$ cat config.mk
export PLATFORM = sky130hd
export DESIGN_NAME = uart_cmd_ctrl
export DESIGN_NICKNAME = d
export VERILOG_FILES = /design/src/rtl/uart_cmd_ctrl.sv
export SDC_FILE = /design/constraint.sdc
export NUM_CORES = 1
export LEC_CHECK = 0
export ABC_AREA = 0
export CORE_MARGIN = 5
export CORE_UTILIZATION = 30
export DETAILED_ROUTE_END_ITERATION = 16
export SYNTH_ARGS = -nofsm -noshare
export SYNTH_HDL_FRONTEND = slang
export SYNTH_SLANG_ARGS = --single-unit
$ cat constraint.sdc
create_clock -name CLK -period 1.65 [get_ports CLK]
set_clock_uncertainty 0.15 [all_clocks]
set_input_delay 0.2475 -clock CLK [delete_from_list [all_inputs] [get_ports CLK]]
set_output_delay 0.2475 -clock CLK [all_outputs]
set_load 0.03 [all_outputs]
$ cat src/rtl/uart_cmd_ctrl.sv
// uart_cmd_ctrl: frames UART RX bytes into register-file write/read
// commands and returns read data to UART TX over a valid/busy handshake.
// Ports: CLK/RST (async active-low); RX_P_DATA/RX_D_VLD from UART_RX;
//   RF_ADDR/RF_WR_EN/RF_WR_DATA/RF_RD_EN/RF_RD_DATA/RF_RD_VLD to the
//   register file; TX_P_DATA/TX_D_VLD/TX_BUSY to UART_TX; CMD_ERR pulse.
// Option: define UART_CMD_TIMEOUT_EN to abandon a frame after
//   TIMEOUT_CYCLES idle cycles between its bytes.
module uart_cmd_ctrl #(
   parameter int DATA_WIDTH     = 8,
   parameter int ADDR_WIDTH     = 4,
   parameter int TIMEOUT_CYCLES = 1024
) (
   input  logic                  CLK,
   input  logic                  RST,
   input  logic [DATA_WIDTH-1:0] RX_P_DATA,
   input  logic                  RX_D_VLD,
   output logic [ADDR_WIDTH-1:0] RF_ADDR,
   output logic                  RF_WR_EN,
   output logic [DATA_WIDTH-1:0] RF_WR_DATA,
   output logic                  RF_RD_EN,
   input  logic [DATA_WIDTH-1:0] RF_RD_DATA,
   input  logic                  RF_RD_VLD,
   output logic [DATA_WIDTH-1:0] TX_P_DATA,
   output logic                  TX_D_VLD,
   input  logic                  TX_BUSY,
   output logic                  CMD_ERR
);

   localparam logic [DATA_WIDTH-1:0] CMD_WR = DATA_WIDTH'(8'hAA);
   localparam logic [DATA_WIDTH-1:0] CMD_RD = DATA_WIDTH'(8'hBB);

   typedef enum logic [2:0] {
      IDLE, WR_ADDR, WR_DATA, RD_ADDR, RD_WAIT, TX_SEND
   } state_t;

   state_t                  state_q, state_d;
   logic [ADDR_WIDTH-1:0]   addr_q, addr_d;
   logic [DATA_WIDTH-1:0]   wdata_q, wdata_d;
   logic [DATA_WIDTH-1:0]   rdata_q, rdata_d;
   logic [DATA_WIDTH-1:0]   tx_data_q, tx_data_d;
   logic                    wr_en_q, wr_en_d;
   logic                    rd_en_q, rd_en_d;
   logic                    tx_vld_q, tx_vld_d;
   logic                    err_q, err_d;
   logic                    timeout;

`ifdef UART_CMD_TIMEOUT_EN
   localparam int CW = $clog2(TIMEOUT_CYCLES + 1);
   localparam logic [CW-1:0] TO_LAST = CW'(TIMEOUT_CYCLES - 1);

   logic [CW-1:0] cnt_q, cnt_d;
   logic          collecting;

   // Only the byte-collection states are guarded; the counter rests
   // at zero everywhere else so each frame starts with a full budget.
   assign collecting = state_q inside {WR_ADDR, WR_DATA, RD_ADDR};
   assign timeout    = collecting && !RX_D_VLD && (cnt_q == TO_LAST);

   always_comb begin
      cnt_d = cnt_q + 1'b1;
      if (RX_D_VLD || !collecting) cnt_d = '0;
   end

   always_ff @(posedge CLK or negedge RST) begin
      if (!RST) cnt_q <= '0;
      else      cnt_q <= cnt_d;
   end
`else
   logic unused_timeout;
   assign unused_timeout = (TIMEOUT_CYCLES == 0);
   assign timeout        = 1'b0;
`endif

   always_comb begin
      state_d   = state_q;
      addr_d    = addr_q;
      wdata_d   = wdata_q;
      rdata_d   = rdata_q;
      tx_data_d = tx_data_q;
      wr_en_d   = 1'b0;
      rd_en_d   = 1'b0;
      tx_vld_d  = 1'b0;
      err_d     = 1'b0;
      case (state_q)
         IDLE: begin
            if (RX_D_VLD) begin
               if (RX_P_DATA == CMD_WR)      state_d = WR_ADDR;
               else if (RX_P_DATA == CMD_RD) state_d = RD_ADDR;
               else                          err_d   = 1'b1;
            end
         end
         WR_ADDR: begin
            if (RX_D_VLD) begin
               addr_d  = RX_P_DATA[ADDR_WIDTH-1:0];
               state_d = WR_DATA;
            end else if (timeout) begin
               state_d = IDLE;
               err_d   = 1'b1;
            end
         end
         WR_DATA: begin
            if (RX_D_VLD) begin
               wdata_d = RX_P_DATA;
               wr_en_d = 1'b1;
               state_d = IDLE;
            end else if (timeout) begin
               state_d = IDLE;
               err_d   = 1'b1;
            end
         end
         RD_ADDR: begin
            if (RX_D_VLD) begin
               addr_d  = RX_P_DATA[ADDR_WIDTH-1:0];
               rd_en_d = 1'b1;
               state_d = RD_WAIT;
            end else if (timeout) begin
               state_d = IDLE;
               err_d   = 1'b1;
            end
         end
         RD_WAIT: begin
            if (RF_RD_VLD) begin
               rdata_d = RF_RD_DATA;
               state_d = TX_SEND;
            end
            if (RX_D_VLD) err_d = 1'b1;
         end
         TX_SEND: begin
            // A byte arriving as the transmitter frees up is still
            // dropped; the pending response takes priority.
            if (!TX_BUSY) begin
               tx_vld_d  = 1'b1;
               tx_data_d = rdata_q;
               state_d   = IDLE;
            end
            if (RX_D_VLD) err_d = 1'b1;
         end
         default: state_d = IDLE;
      endcase
   end

   always_ff @(posedge CLK or negedge RST) begin
      if (!RST) begin
         state_q   <= IDLE;
         addr_q    <= '0;
         wdata_q   <= '0;
         rdata_q   <= '0;
         tx_data_q <= '0;
         wr_en_q   <= 1'b0;
         rd_en_q   <= 1'b0;
         tx_vld_q  <= 1'b0;
         err_q     <= 1'b0;
      end else begin
         state_q   <= state_d;
         addr_q    <= addr_d;
         wdata_q   <= wdata_d;
         rdata_q   <= rdata_d;
         tx_data_q <= tx_data_d;
         wr_en_q   <= wr_en_d;
         rd_en_q   <= rd_en_d;
         tx_vld_q  <= tx_vld_d;
         err_q     <= err_d;
      end
   end

   assign RF_ADDR    = addr_q;
   assign RF_WR_EN   = wr_en_q;
   assign RF_WR_DATA = wdata_q;
   assign RF_RD_EN   = rd_en_q;
   assign TX_P_DATA  = tx_data_q;
   assign TX_D_VLD   = tx_vld_q;
   assign CMD_ERR    = err_q;

endmodule

* Word-level counts from Yosys, hierarchy flattened
Cells that the tools add are included.
** Word-level totals
- Logic and storage cells :: 50
- Input bits :: 21
- Register bits after elaboration :: 35
- Output and inout bits :: 24
** Cells by class
- Eq/ne operators :: 14
- Bitwise logic cells :: 1
- Reduce and logical (&&, ||, !) cells :: 8
- Mux-type cells :: 18
** Operators with widths (number)
- 3-bit 2-to-1 mux :: 8
- 3-bit one-hot mux with 6 select lines :: 1
- 8-bit equality test, second input constant :: 2
- 2-bit inequality test, second input constant :: 6
- 1-bit 2-to-1 mux :: 8
- 2-bit AND reduction :: 4
- 7-bit AND reduction :: 1
- 3-bit by 2-bit equality test with 1-bit output, second input constant :: 2
- 3-bit equality test, second input constant :: 2
- 2-bit OR reduction :: 2
- 3-bit by 1-bit equality test with 1-bit output, second input constant :: 1
- 3-bit logical NOT :: 1
- 3-bit inequality test, second input constant :: 1
- 1-bit one-hot mux with 2 select lines :: 1
- 1-bit inverter :: 1

* Depth between registers and ports, before layout
- Depth after elaboration :: 5
- Depth in mapped cells :: 5
- Gate-level depth less buffers :: 3

* Worst setup path before layout
Ideal clock, no wire load.
- Path type :: flip-flop to flip-flop
- Start point :: register state_q[0]
- End point :: register addr_q[0], in the netlist RF_ADDR[0]
- Setup slack :: 76 ps
- Stages on the path, launching flop included :: 6
- Required time :: 1375 ps
- Clock period less this slack :: 1574 ps
- Library setup time :: 125 ps
- Buffers on the path :: 2
- Data arrival time :: 1299 ps
- Cell sequence :: dfrtp_1 buf_6 inv_2 or3_1 buf_2 mux2_4
** Between the ends
- Longest elaborated chain between the ends :: 3
- Elaborated cells on any way between the ends :: 4
- Those cells by class :: eq/ne: 2; reduce/logical: 2
** RTL lines
- start: declaration :: line 36 : state_t state_q, state_d;
- start signal: assignment :: line 154 : state_q <= state_d;
- 3-bit by 2-bit equality test with 1-bit output or 3-bit by 1-bit equality test with 1-bit output (tied branches) :: line 84 : case (state_q)
- 2-bit OR reduction (no source line) *
- 2-bit AND reduction (no source line) *
- end signal: assignment :: line 155 : addr_q <= addr_d;
- end: declaration :: line 37 : logic [ADDR_WIDTH-1:0] addr_q, addr_d;
Every way passes the cells marked *; elsewhere a longest branch is shown, timed or not.
A chain may end at the register's enable or synchronous reset.

* Worst setup path in the final report
- Start point :: input RX_D_VLD
- End point :: register addr_q[2], in the netlist RF_ADDR[2]
** Between the ends
- Longest elaborated chain between the ends :: 1
** RTL lines
- start: declaration :: line 16 : input logic RX_D_VLD,
- 2-bit AND reduction (no source line)
Every way passes these cells.

==> out/results.tsv <==
metric	value	unit
synth-async-reset-ratio	1.00	
hp-class	register to register	
synth_top_area_cell	dfrtp_1	
track_usage	0.116	
grt_max_degree	36	
layout-area-overhead-vs-synth	50.5	%
via_per_inst	4.65	
crit_arrival	1.63	ns
rsz0062_at_grt	false	
top_usage_layer	met2	
ys_ff_latch	35	
leakage	1.04	nW
power_density	1540	nW/µm²
die_x	79.0	µm
hold_violations	0	
htreeDepth	2	
grt_pass1_wl	5600	µm
drt_drc_violations_left	0	
port_buffers	44	
use_met1	0.136	
synth_ff_type	dfrtp_1	
syn_nets	113	
maxSlewHeadroom	0.472	
setup_viol	0	
cts_root_buffer	clkbuf_8	
clock_path_buffers	2	
crit_fanout	6	
worstSetupStartpointType	input port	
worstSetupPathType	input port to register	
setup_slack	0.0359	ns
drive_gt1_frac	0.361	
wire_per_inst	15.0	µm
ir_drop	0.592	mV
drt.antenna.violating_nets	0	
cts_made_buffers	5	
hold_ws	0.351	ns
rr_worst_depth	2	
nets	178	
slew_viol_final	0	
setup.worst_path.end_class	register	
syn_inst	92	
tightestPinTransition	0.792	ns
min_path_cells	1	
use_met3	0.0340	
fin_cells	212	
fill_cells	418	
dp_cells	203	
grt_antenna_before_repair	0	
yosys_warnings	0	
synth-edff-count	0	
yosys-top-cells-count	35 x dfrtp_1, 24 x mux2_2, 4 x mux2_4	
diodes	0	
layout_min_cycle_time	1.61	ns
clock_sinks	35	
clock_latency	0.28	ns
firstDrtPassIters	2	
fp-row-count	25	
grt.overflow.total	0	
core	4660	µm²
synth_area_leaders	dfrtp_1 61%, mux2_2 19%, mux2_4 4.2%	
clock.fmax	620	MHz
die_area	6240	µm²
status	complete, no violations	
totalNegativeSetupSlack	0	ns
critPathRequiredTime	1.67	ns
gp_congestion	0.759	
seq_area_frac_synth	0.613	
ys_types	26	
wl	3180	µm
synth_most_common_cell	dfrtp_1	
drt_iter0_drc	15	
fin_util	0.461	
maxCapViolations	0	
initial_utilization	0.307	
clk_pin_slew	0.07	ns
yosys.area.top_type_share	0.613	
post-place-ws	-0.259	ns
dp_hpwl	2290	µm
syn_area	1430	µm²
ios	45	
period_share	0.978	
synth_area_per_cell	15.5	µm²
num_vias	986	
grt_pass1_vias	1151	
cts_tree	yes	
grt_use_met2	0.196	
fp.dieH	79.0	µm
[layout by cell type, fill, tap and decap left out, types with 2 or more instances in the layout]
| cell | count |
|---|---|
| dfrtp_1 | 35 |
| mux2_2 | 24 |
| dlygate4sd2_1 | 24 |
| clkdlybuf4s50_1 | 19 |
| buf_4 | 13 |
| clkbuf_8 | 7 |
| mux2_4 | 4 |
| buf_12 | 3 |
| a31oi_1 | 2 |
| inv_1 | 2 |
| nor2_1 | 2 |
| o41ai_1 | 2 |
[cell families (layout without fill, tap and decap cells)]
group | Yosys count | after routing | synth area share
flops | 35 | 35 | 0.613
xor+xnor | 1 | 1 | 0.00613
compound gates | 8 | 8 | 0.0429
buf+inv | 6 | 72 | 0.0228
simple gates | 13 | 13 | 0.0771
mux | 29 | 29 | 0.238
[state kept, by name, summed over array words and instances, names as in the netlist, 3 cells and up]
signal and count:
state_q 3, RF_WR_DATA 8, rdata_q 8, RF_ADDR 4, TX_P_DATA 8
[what timing repair did]
item	CTS	global route
gates cloned	0	0
buffers inserted	0	0
hold endpoints to repair	35	0
hold buffers	1	0
pin swaps	0	0
resized for setup	24	1
setup endpoints to repair	24	8
[stage by stage]
| stage | power, mW | cell area (µm²) |
|---|---|---|
| CTS | 3.38 | 2150 |
| global route | 3.52 | 2150 |
| floorplan | 2.18 | 1430 |
| global placement | 2.81 | 2070 |
| detailed placement | 2.84 | 2070 |
| finish | 3.32 | 2150 |
[layer usage]
metal,wire length [µm],share of wire,up-vias
li1,-,-,458
met1,1350,0.42,502
met2,1640,0.51,21
met3,134,0.042,5
met4,59,0.019,0
met5,0,0,-
[report_power, final]
part | switching (mW) | internal (mW) | total (mW) | leakage (nW)
Sequential | 0.160 | 1.18 | 1.34 | 0.449
Combinational | 0.712 | 0.596 | 1.31 | 0.542
Clock | 0.293 | 0.381 | 0.674 | 0.0515
Total | 1.17 | 2.16 | 3.32 | 1.04
[worst max-delay path: stages]
cell	delay, ns
clkdlybuf4s50_1	0.50
inv_1	0.06
or3_1	0.47
mux2_4	0.35
[layout make-up]
cell class                      count  area [µm²]  share of cell area
Multi-Input combinational cell     51         523               0.243
Timing Repair Buffer               61         573               0.266
Inverter                            3        11.3             0.00524
Clock buffer                        8         100              0.0465
Sequential cell                    35         876               0.407
Tap cell                           54        67.6              0.0314
[path summary, 6_finish.rpt]
check | from | end | slack (ns)
max | RX_D_VLD | RF_ADDR[2] | 0.04
min | TX_P_DATA[0] | TX_P_DATA[0] | 0.35
max reg2reg | state_q[2] | RF_ADDR[2] | 0.06
min reg2reg | TX_P_DATA[0] | TX_P_DATA[0] | 0.35
max in group asynchronous | RST | TX_P_DATA[4] | 0.41
min in group asynchronous | RST | CMD_ERR | 0.44
Note: power is estimated with default switching activity, not from simulation.
